--- src/rtl/muldiv_unit.sv ---
// Iterative RV32M multiply/divide: radix-2 shift-add multiply and restoring divide,
// fixed WIDTH-cycle latency from accepting edge to a one-cycle done pulse.
module muldiv_unit #(
   parameter int WIDTH = 32
) (
   input  logic             clk,
   input  logic             rst_n,
   input  logic             start,
   input  logic [2:0]       funct3,
   input  logic [WIDTH-1:0] Op_A,
   input  logic [WIDTH-1:0] Op_B,
   output logic             busy,
   output logic             done,
   output logic [WIDTH-1:0] result
);
   localparam int CW = $clog2(WIDTH) + 1;

   typedef enum logic [1:0] {IDLE, CALC, DONE} state_e;

   state_e             state_q;
   logic [2:0]         f3_q;
   logic               sa_q, sb_q, bz_q;
   logic [WIDTH-1:0]   a_q, b_q, aorig_q, quo_q, rem_q;
   logic [2*WIDTH-1:0] prod_q;
   logic [CW-1:0]      cnt_q;
   logic               busy_q, done_q;
   logic [WIDTH-1:0]   result_q;

   logic               a_sgn, b_sgn, sa_in, sb_in;
   logic [WIDTH-1:0]   a_abs, b_abs;
   logic [WIDTH:0]     msum, rsh, rdiff;
   logic               qbit;
   logic [2*WIDTH-1:0] prod_d, prod_s;
   logic [WIDTH-1:0]   quo_d, rem_d, mul_res, quo_res, rem_res, result_d;

   always_comb begin
      a_sgn = funct3 inside {3'b000, 3'b001, 3'b010, 3'b100, 3'b110};
      b_sgn = funct3 inside {3'b000, 3'b001, 3'b100, 3'b110};
      sa_in = a_sgn & Op_A[WIDTH-1];
      sb_in = b_sgn & Op_B[WIDTH-1];
      a_abs = sa_in ? -Op_A : Op_A;
      b_abs = sb_in ? -Op_B : Op_B;
   end

   // Multiplier sits in the low half of the product and is consumed from bit 0.
   always_comb begin
      msum   = {1'b0, prod_q[2*WIDTH-1:WIDTH]} + ({1'b0, a_q} & {(WIDTH+1){prod_q[0]}});
      prod_d = {msum, prod_q[WIDTH-1:1]};
      rsh    = {rem_q, a_q[WIDTH-1]};
      rdiff  = rsh - {1'b0, b_q};
      qbit   = ~rdiff[WIDTH];
      rem_d  = qbit ? rdiff[WIDTH-1:0] : rsh[WIDTH-1:0];
      quo_d  = {quo_q[WIDTH-2:0], qbit};
   end

   // Final-step result, built from the values the last iteration produces.
   always_comb begin
      prod_s   = (sa_q ^ sb_q) ? -prod_d : prod_d;
      mul_res  = (f3_q[1:0] == 2'b00) ? prod_s[WIDTH-1:0] : prod_s[2*WIDTH-1:WIDTH];
      quo_res  = bz_q ? {WIDTH{1'b1}} : ((sa_q ^ sb_q) ? -quo_d : quo_d);
      rem_res  = bz_q ? aorig_q : (sa_q ? -rem_d : rem_d);
      result_d = !f3_q[2] ? mul_res : (f3_q[1] ? rem_res : quo_res);
   end

   always_ff @(posedge clk or negedge rst_n) begin
      if (!rst_n) begin
         state_q  <= IDLE;
         f3_q     <= '0;
         sa_q     <= 1'b0;
         sb_q     <= 1'b0;
         bz_q     <= 1'b0;
         a_q      <= '0;
         b_q      <= '0;
         aorig_q  <= '0;
         quo_q    <= '0;
         rem_q    <= '0;
         prod_q   <= '0;
         cnt_q    <= '0;
         busy_q   <= 1'b0;
         done_q   <= 1'b0;
         result_q <= '0;
      end else begin
         case (state_q)
            IDLE: begin
               done_q <= 1'b0;
               if (start) begin
                  state_q <= CALC;
                  busy_q  <= 1'b1;
                  f3_q    <= funct3;
                  sa_q    <= sa_in;
                  sb_q    <= sb_in;
                  bz_q    <= (Op_B == '0);
                  a_q     <= a_abs;
                  b_q     <= b_abs;
                  aorig_q <= Op_A;
                  quo_q   <= '0;
                  rem_q   <= '0;
                  prod_q  <= {{WIDTH{1'b0}}, b_abs};
                  cnt_q   <= '0;
               end
            end
            CALC: begin
               if (f3_q[2]) begin
                  a_q   <= a_q << 1;
                  rem_q <= rem_d;
                  quo_q <= quo_d;
               end else begin
                  prod_q <= prod_d;
               end
               cnt_q <= cnt_q + 1'b1;
               if (cnt_q == CW'(WIDTH-1)) begin
                  state_q  <= DONE;
                  done_q   <= 1'b1;
                  result_q <= result_d;
               end
            end
            DONE: begin
               state_q <= IDLE;
               busy_q  <= 1'b0;
               done_q  <= 1'b0;
            end
            default: begin
               state_q <= IDLE;
               busy_q  <= 1'b0;
               done_q  <= 1'b0;
            end
         endcase
      end
   end

   assign busy   = busy_q;
   assign done   = done_q;
   assign result = result_q;
endmodule
--- config.mk ---
export PLATFORM = sky130hd
export DESIGN_NAME = muldiv_unit
export DESIGN_NICKNAME = d
export VERILOG_FILES = /design/src/rtl/muldiv_unit.sv
export SDC_FILE = /design/constraint.sdc
export NUM_CORES = 1
export LEC_CHECK = 0
export ABC_AREA = 1
export BUFFER_PORTS_ARGS = -buffer_cell sky130_fd_sc_hd__buf_2
export CAP_MARGIN = 20
export CELL_PAD_IN_SITES_DETAIL_PLACEMENT = 1
export CELL_PAD_IN_SITES_GLOBAL_PLACEMENT = 2
export CORE_MARGIN = 10
export CORE_UTILIZATION = 28
export DETAILED_ROUTE_END_ITERATION = 8
export PLACE_DENSITY = 0.73
export SKIP_CTS_REPAIR_TIMING = 1
export SLEW_MARGIN = 5
export SYNTH_ARGS = -nofsm -noshare
export SYNTH_HDL_FRONTEND = slang
export SYNTH_SLANG_ARGS = --single-unit
export TNS_END_PERCENT = 1
--- constraint.sdc ---
create_clock -name clk -period 8.15 [get_ports clk]
set_clock_uncertainty 0.1 [all_clocks]
set_input_delay 0.815 -clock clk [delete_from_list [all_inputs] [get_ports clk]]
set_output_delay 0.815 -clock clk [all_outputs]
set_load 0.05 [all_outputs]
* After elaboration in Yosys (flattened, before gate mapping)
Cells that the tools add are included.
Storage, ports and cells: bits in registers 271, logic and storage cells 84
Operators by class: add/subtract/negate cells 8, bitwise logic cells 6, mux-type cells 31, reductions and logical operators 14, equal/unequal tests 10
Operators by type and width (count):
- 32-bit 2-to-1 mux | 14
- 64-bit 2-to-1 mux | 3
- 32-bit negation | 4
- 32-bit one-hot mux with 2 select lines | 2
- 64-bit one-hot mux with 2 select lines | 1
- 64-bit negation | 1
- 31-bit one-hot mux with 2 select lines | 1
- 32-bit by 33-bit adder with 33-bit output | 1
- 32-bit by 33-bit AND with 33-bit output | 1
- 33-bit by 32-bit subtractor with 33-bit output | 1
- 32-bit logical NOT | 1
- 31-bit 2-to-1 mux | 1
- 6-bit one-hot mux with 2 select lines | 1
- 2-bit AND reduction | 5
- 2-bit != test, second input constant | 4
- 6-bit by 1-bit adder with 6-bit output, second input constant | 1
- 3-bit == test, second input constant | 2
- 6-bit by 5-bit == test with 1-bit output, second input constant | 1
- 6-bit 2-to-1 mux | 1
- 3-bit AND reduction | 2
- 5-bit nonzero test | 1
- 2-bit logical NOT | 2
- 2-bit 2-to-1 mux | 2
- 2-bit one-hot mux with 2 select lines | 1
- 11 further kinds | 15

* Logic depth before layout (Yosys ltp)
Gate-level depths: netlist of the first run.
depth after elaboration 7, gate-level depth with buffers 32, mapped depth without buffers 31

* Least setup slack after synthesis of the first run
OpenSTA, ideal clock, no wires.
path type register to register, start point register a_q[31], end point register result_q[30] (netlist: result[30]), path slack 4.030 ns, cell stages (with the launch flop) 32, path buffers 1, required time 7.984 ns, data arrival time 3.954 ns, library setup time 0.066 ns, cell sequence dfrtp_1 -> inv_1 -> ha_1 -> fa_1 -> inv_1 -> nand3_1 -> nand2_2 -> nand2_2 -> nand2_2 -> nand2_1 -> nand2_2 -> nand2_4 -> nand2_2 -> nand2_2 -> nand2_2 -> buf_2 -> ha_1 -> nand2_1 -> nor2_1 -> nand3_1 -> nor3_2 -> nand4_1 -> inv_1 -> nand4_1 -> nor3_1 -> a41oi_1 -> or2_0 -> nand3_1 -> a21oi_1 -> nand2_1 -> nand2_1 -> nand2_1
On the way: word-level cells in the longest chain between the ends 7, elaborated cells between the ends (all ways) 16, those cells by class add/sub: 5; mux: 9; bitwise: 2
Ends and longest elaborated chain:
- from (decl) | RTL line 23 | logic [WIDTH-1:0] a_q, b_q, aorig_q, quo_q, rem_q;
- from (signal assigned) | RTL line 93 | a_q <= a_abs;
- from (signal assigned) | RTL line 104 | a_q <= a_q << 1;
- 33-bit by 32-bit subtractor with 33-bit output | RTL line 50 | rdiff = rsh - {1'b0, b_q};
- 32-bit 2-to-1 mux / 1-bit NOT (equally long branches) | RTL line 52, 51
- 32-bit negation (on tied branches) | RTL line 61, 60
- 32-bit 2-to-1 mux (on tied branches) (2 in series) | RTL line 61, 60
- 32-bit 2-to-1 mux | RTL line 62 | result_d = !f3_q[2] ? mul_res : (f3_q[1] ? rem_res : quo_res);
- 32-bit 2-to-1 mux (*) | RTL line 62
- to (signal assigned) | RTL line 114 | result_q <= result_d;
- to (decl) | RTL line 27 | logic [WIDTH-1:0] result_q;
Every way passes the cells marked *; elsewhere a longest branch is shown, timed or not. A chain may end at the register's enable or synchronous reset.

* Worst setup path in the final report of the first run
Same ends and word-level chain as after synthesis.

==> impl_results.md, run 1 <==
- Result of the run: completed
- Synthesized flop and latch total: approximately 270
- Starting utilization of the core area: 0.282
- Number of CTS-inserted buffers: 39
- Peak Freq: 0.187 GHz
- Sequential cell area fraction in the yosys report: 0.313
- Standard cell core area: 0.0771 sq mm
- Largest fanout on the critical path: 22
- Setup violators final: 0
- Max clock buf depth: 3
- Detailed router's first-iteration violation count: between 1500 and 2000
- Number of warnings reported in the yosys synthesis log: 0
- Fraction of synthesized cell area taken by the top area cell type: 0.313
- Reg-to-reg setup timing slack: roughly 2.8 ns
- Maximum single-stage delay on the critical path: 0.57 ns
- Hold Violations, Final: 0
- Post-DR wirelength/cell: 21.5 um
- Final instance area: about 0.025 sq mm
- Category of the most critical setup path: flip-flop to flip-flop
- Count of final max-slew check failures: 0
- Maximum number of pins on one net before global-route repair: 86
- Most frequent cells in the layout: sky130_fd_sc_hd__nand2_1, sky130_fd_sc_hd__inv_1, sky130_fd_sc_hd__o21ai_0, sky130_fd_sc_hd__nor2_1, sky130_fd_sc_hd__dfrtp_1
- Proportion of layout cells with a drive suffix above 1: 0.0817
- Cell accounting for the most synthesized area: sky130_fd_sc_hd__dfrtp_1
- Most frequent standard cell in the layout excluding fill and tap cells: sky130_fd_sc_hd__nand2_1
- Number of global-route vias before repair: 22900
- Master of the slowest instance on the critical path: sky130_fd_sc_hd__nand2_2
- Net count of the mapped netlist: about 3500
- Clk pin slew, worst setup/hold paths: around 0.06 ns
- Horizontal extent of the die: about 300 um
- Area after DPL: 0.0232 sq mm
- Portion of netlist area occupied by mux cells: 0
- Main combinational cell family by area after synthesis: simple AND/OR/NAND/NOR gates
- Later-pin clock latency in the skew report: 0.58 ns
- Unique masters post-synth: 60
- Cell count of the worst reg-to-reg path: 29
- Num rows: between 100 and 150
- Final Cycle Share: 0.656
- Initial antenna violation count: 3
- Total of buffers placed on input and output ports: between 100 and 150
- Layout filler cell count: 9974
- Worst hold-check slack: between 0.15 and 0.2 ns
- Endpoint of the worst register-to-register path: result[30]
- Synthesized area divided by synthesized cell count: 6.44 sq um
- Die Height: 298 um
- Number of levels in the clock H-tree: 2
- Boundary pin count: 104
- Total gr overflow: 0
- Post-Route Setup TNS: 0 ns
- Final GP Congestion: 0.862
- Total track usage: 0.212
- Arrival time at the worst endpoint: 5.74 ns
- Final layout net count: 3552
- Leading post-synthesis cells by cell area: sky130_fd_sc_hd__dfrtp_1, sky130_fd_sc_hd__nand2_1, sky130_fd_sc_hd__o21ai_0
- Max transition margin: 0.356
- DRC: 0
- Classification of the worst-slack hold path: input port to async pin
- Area of the die: between 0.08 and 0.09 sq mm
- Synth Instances: roughly 3400
- Per-cell via count in the routed design: 5.07
- Root Buffer: sky130_fd_sc_hd__clkbuf_16
- Area growth from synthesis to final layout: 13.5%
- Simple-Gate Fraction of Synth Area: 0.313
- Reg area: between 0.006 and 0.007 sq mm
- Routed wire length: 96.5 mm
- Wire length of the first global-routing pass: between 100 and 150 mm
- Launching element type of the critical path: flip-flop
- Slew at the pin closest to its max-slew limit: about 0.97 ns
- Netlist area before placement: around 0.022 sq mm
- Antenna-violating nets left: 0
- Overall via count from detail_route: 22700
- Dpl hpwl: 75.0 mm
- Critical Path Sink Type: flip-flop
- Setup repair after global routing missed its margin: false
- EDFF count, synth: 0
- Predominant post-synthesis flop cell: sky130_fd_sc_hd__dfrtp_1
- Detailed-routing iteration count for the pre-antenna-repair pass: 7
- Fin crit period: between 5 and 6 ns
- Crit path required time: 8.54 ns
- Compound-cell area share of the yosys netlist: 0.188
- Ys async rst share: 1.00
- Area share of fa/ha/maj cells after synthesis: 0.0422
- Launch instance of the worst register-to-register path: a_q[31]
- TritonCTS Sinks: 271
- Total of max-cap violations: 0
- Fin util: 0.319
- Xor/xnor cell area share of the yosys netlist: 0.0435
- Total area of multi-input combinational cells: between 0.01 and 0.015 sq mm
- TritonCTS clock tree: built
==> cell usage after synthesis (3+ instances only) <==
| master | count |
|---|---|
| sky130_fd_sc_hd__nor4_1 | 16 |
| sky130_fd_sc_hd__nor2_1 | 307 |
| sky130_fd_sc_hd__xor2_1 | 68 |
| sky130_fd_sc_hd__o22ai_1 | 54 |
| sky130_fd_sc_hd__a21oi_1 | 210 |
| sky130_fd_sc_hd__o221ai_1 | 17 |
| sky130_fd_sc_hd__o31ai_1 | 5 |
| sky130_fd_sc_hd__buf_1 | 14 |
| sky130_fd_sc_hd__o21ai_0 | 351 |
| sky130_fd_sc_hd__nand2_1 | 901 |
| sky130_fd_sc_hd__inv_2 | 5 |
| sky130_fd_sc_hd__a31oi_1 | 18 |
| sky130_fd_sc_hd__a21boi_0 | 4 |
| sky130_fd_sc_hd__nand2_2 | 24 |
| sky130_fd_sc_hd__or2_2 | 9 |
| sky130_fd_sc_hd__ha_1 | 70 |
| sky130_fd_sc_hd__buf_4 | 5 |
| sky130_fd_sc_hd__dfrtp_1 | 271 |
| sky130_fd_sc_hd__nor3_1 | 69 |
| sky130_fd_sc_hd__clkbuf_1 | 107 |
| sky130_fd_sc_hd__a21o_1 | 4 |
| sky130_fd_sc_hd__o21a_1 | 3 |
| sky130_fd_sc_hd__nand3b_1 | 11 |
| sky130_fd_sc_hd__o21bai_1 | 11 |
| sky130_fd_sc_hd__nand4_1 | 40 |
| sky130_fd_sc_hd__o21ai_1 | 15 |
| sky130_fd_sc_hd__a211oi_1 | 4 |
| sky130_fd_sc_hd__nor2_2 | 10 |
| sky130_fd_sc_hd__o21ai_2 | 8 |
| sky130_fd_sc_hd__inv_1 | 427 |
| sky130_fd_sc_hd__nand3_1 | 208 |
| sky130_fd_sc_hd__o211ai_1 | 21 |
| sky130_fd_sc_hd__xnor2_1 | 38 |
| sky130_fd_sc_hd__clkinv_1 | 4 |
==> routing by layer <==
| layer | track usage | wire (um) | vias to the layer above |
|---|---|---|---|
| li1 | - | - | 11100 |
| met1 | 0.300 | 47200 | 11000 |
| met2 | 0.325 | 41600 | 470 |
| met3 | 0.0335 | 4660 | 112 |
| met4 | 0.0645 | 2990 | 2 |
| met5 | 0 | 9 | - |
==> cell families after synthesis <==
kind of cell    count (synthesis)
buf+inv                       567
simple gates                 1612
xor+xnor                      107
compound gates                739
fa+ha+maj                      72
flops                         271
==> flip-flops by register name, summed over array words and instances (netlist names) <==
name and cells:
prod_q 64, a_q 32, aorig_q 32, b_q 32, rem_q 32, result 32
quo_q 31, cnt_q 6, f3_q 3, state_q 2, busy 1, bz_q 1
done 1, sa_q 1, sb_q 1
==> worst max-delay path, delay by kind of cell, from the launching register on <==
kind                       cells  cell delay, ns
and+or+nand+nor               21            3.40
AOI/OAI and AO/OA              2            0.28
adders and majority gates      3            0.75
buffers and inverters          3            0.31
DFF                            1            0.40
==> area by class of cell <==
cell class                      count  area share
Timing Repair Buffer              132      0.0310
Tap cell                         1040      0.0528
Clock buffer                       54      0.0468
Inverter                          436      0.0665
Antenna cell                        3    0.000305
Sequential cell                   271       0.275
Multi-Input combinational cell   2530       0.519
Clock inverter                     17     0.00869
==> worst max path at each step <==
| stage | slack [ns] | start | cells after the start | to |
|---|---|---|---|---|
| finish | 2.80 | a_q[31] | 29 | result[30] |
| global route | 2.23 | a_q[31] | 29 | result[30] |
| CTS | 2.80 | a_q[31] | 30 | result[30] |
| detailed placement | 2.85 | a_q[31] | 30 | result[30] |
| global placement | 3.02 | a_q[31] | 30 | result[30] |
| floorplan | 4.03 | a_q[31] | 31 | result[30] |
==> per-stage QoR <==
step,worst slack [ns],cells
5_1_grt,2.23,4481
3_3_place_gp,3.02,4408
6_report,2.80,4483
3_5_place_dp,2.85,4408
2_1_floorplan,4.03,3368
4_1_cts,2.80,4479
Power of run 1 is not shown: default switching activity piles up to over one toggle a cycle in this logic, so the estimate is an artifact.
==> inputs of run 2 (changes only) <==
Settings changed: PLACE_DENSITY 0.73 to 0.76.
Clock period 8.15 ns to 4.4 ns, I/O delays scaled along.
==> impl_results.md, run 2 (synthesis gave the netlist of run 1 again) <==
- Result of the run: completed
- Final GP Congestion: 0.883
- Overall via count from detail_route: 23300
- Number of global-route vias before repair: about 23000
- Final Cycle Share: 0.958
- Classification of the worst-slack hold path: input port to flip-flop
- Total gr overflow: 0
- Wire length of the first global-routing pass: 146 mm
- Hold Violations, Final: 0
- Area after DPL: about 0.024 sq mm
- CP endpoint: result[8]
- Root Buffer: sky130_fd_sc_hd__clkbuf_16
- Total of buffers placed on input and output ports: 103
- Area of the die: 0.0890 sq mm
- Final layout net count: 3632
- Num rows: 102
- Slew at the pin closest to its max-slew limit: 0.904 ns
- Number of levels in the clock H-tree: 2
- DRC: 0
- Most frequent cells in the layout: sky130_fd_sc_hd__nand2_1, sky130_fd_sc_hd__inv_1, sky130_fd_sc_hd__o21ai_0, sky130_fd_sc_hd__nor2_1, sky130_fd_sc_hd__dfrtp_1
- Starting utilization of the core area: 0.282
- Standard cell core area: between 0.07 and 0.08 sq mm
- Count of final max-slew check failures: 0
- Antenna fix cells: 0
- Launching element type of the critical path: flip-flop
- Dpl cells: 4477
- Area growth from synthesis to final layout: 16.5%
- Pre-CTS worst setup slack: -0.0767 ns
- Clk pin slew, worst setup/hold paths: roughly 0.06 ns
- Die Height: 298 um
- Arrival time at the worst endpoint: about 4.5 ns
- Max reg flops: 64
- Peak Freq: 0.237 GHz
- Crit path from: prod_q[0]
- Detailed-routing iteration count for the pre-antenna-repair pass: 5
- Horizontal extent of the die: between 200 and 300 um
- Post-DR wirelength/cell: 21.2 um
- Worst hold-check slack: 0.0546 ns
- TritonCTS clock tree: built
- Launch instance of the worst register-to-register path: prod_q[0]
- Detailed router's first-iteration violation count: 1800
- Maximum number of pins on one net before global-route repair: 83
- Layout filler cell count: roughly 10000
- Total track usage: 0.210
- Endpoint of the worst register-to-register path: result[8]
- Proportion of layout cells with a drive suffix above 1: 0.107
- Antenna-violating nets left: 0
- Boundary pin count: roughly 100
- Fin crit period: 4.22 ns
- Category of the most critical setup path: flip-flop to flip-flop
- Final instance area: 0.0253 sq mm
- Most frequent standard cell in the layout excluding fill and tap cells: sky130_fd_sc_hd__nand2_1
- Max clock buf depth: 3
- Initial antenna violation count: 5
- Max transition margin: 0.392
- Dpl hpwl: 75.9 mm
- Final critical-path setup slack: 0.184 ns
- Setup violators final: 0
- Crit path required time: between 4 and 5 ns
- Reg-to-reg setup timing slack: 0.18 ns
- Critical Path Sink Type: flip-flop
- Per-cell via count in the routed design: 5.12
- Total of max-cap violations: 0
- Largest fanout on the critical path: 24
- Register with the most flip-flops: prod_q
- Routed wire length: 96.6 mm
- Cell count of the worst reg-to-reg path: 19
- Later-pin clock latency in the skew report: 0.57 ns
- TritonCTS Sinks: between 200 and 300
- Number of CTS-inserted buffers: 39
- Layout Cells excl Fill: 4557
- Setup repair after global routing missed its margin: true
## run 2: cell count changes in the layout (fill, tap and decap cells not counted), sizes merged
cell | previous run | this run
buf | 132 | 211
bufinv | 4 | 1
diode | 3 | 0
clkbuf | 54 | 56
clkinv | 10 | 9
dlygate4sd3 | 0 | 1
inv | 435 | 434
## run 2: layout make-up
class	instances	area, sq um	share of cell area
clock inverter	12	98.8	0.00391
timing repair buffer	212	1420	0.0560
inverter	436	1640	0.0647
sequential	271	6780	0.268
tap	1040	1300	0.0515
clock buffer	56	1140	0.0451
multi-input combinational	2530	12900	0.511
## run 2: worst max-delay path, cell delays in order (launching register included)
cell,delay [ns]
sky130_fd_sc_hd__dfrtp_1,0.42
sky130_fd_sc_hd__buf_12,0.18
sky130_fd_sc_hd__nand2_1,0.11
sky130_fd_sc_hd__inv_1,0.07
sky130_fd_sc_hd__fa_1,0.47
sky130_fd_sc_hd__nand2_1,0.11
sky130_fd_sc_hd__nand2_1,0.07
sky130_fd_sc_hd__o21ai_2,0.09
sky130_fd_sc_hd__inv_1,0.10
sky130_fd_sc_hd__a21oi_1,0.23
sky130_fd_sc_hd__xor2_1,0.31
sky130_fd_sc_hd__inv_1,0.10
sky130_fd_sc_hd__nor2_1,0.15
sky130_fd_sc_hd__nand2_1,0.10
sky130_fd_sc_hd__nor3_1,0.36
sky130_fd_sc_hd__or2_2,0.19
sky130_fd_sc_hd__xnor2_1,0.15
sky130_fd_sc_hd__o21ai_0,0.22
sky130_fd_sc_hd__o211ai_1,0.45
sky130_fd_sc_hd__nand2_1,0.09
## run 2: how the worst min path moves through the flow
stage,cells after the start,endpoint,from
after detailed placement,2,result[13],result[13]
after CTS,1,quo_q[9],rst_n
after global routing,3,aorig_q[29],Op_A[29]
after global placement,2,result[6],result[6]
after floorplan,0,a_q[0],rst_n
final,3,aorig_q[29],Op_A[29]
## run 2: metrics by stage
step | utilization | setup TNS [ns]
5_1_grt | 0.328 | -0.232
4_1_cts | 0.325 | -0.0966
3_3_place_gp | 0.309 | 0
3_5_place_dp | 0.309 | -0.0767
6_report | 0.328 | 0
2_1_floorplan | - | 0
## run 2: layer usage
layer	wire (um)	vias up	GRT usage
met4	3230	2	0.0719
met3	4590	122	0.0278
li1	-	11300	-
met5	18	-	0
met2	42100	542	0.323
met1	46700	11400	0.299
Power of run 2 is left out for the same reason.
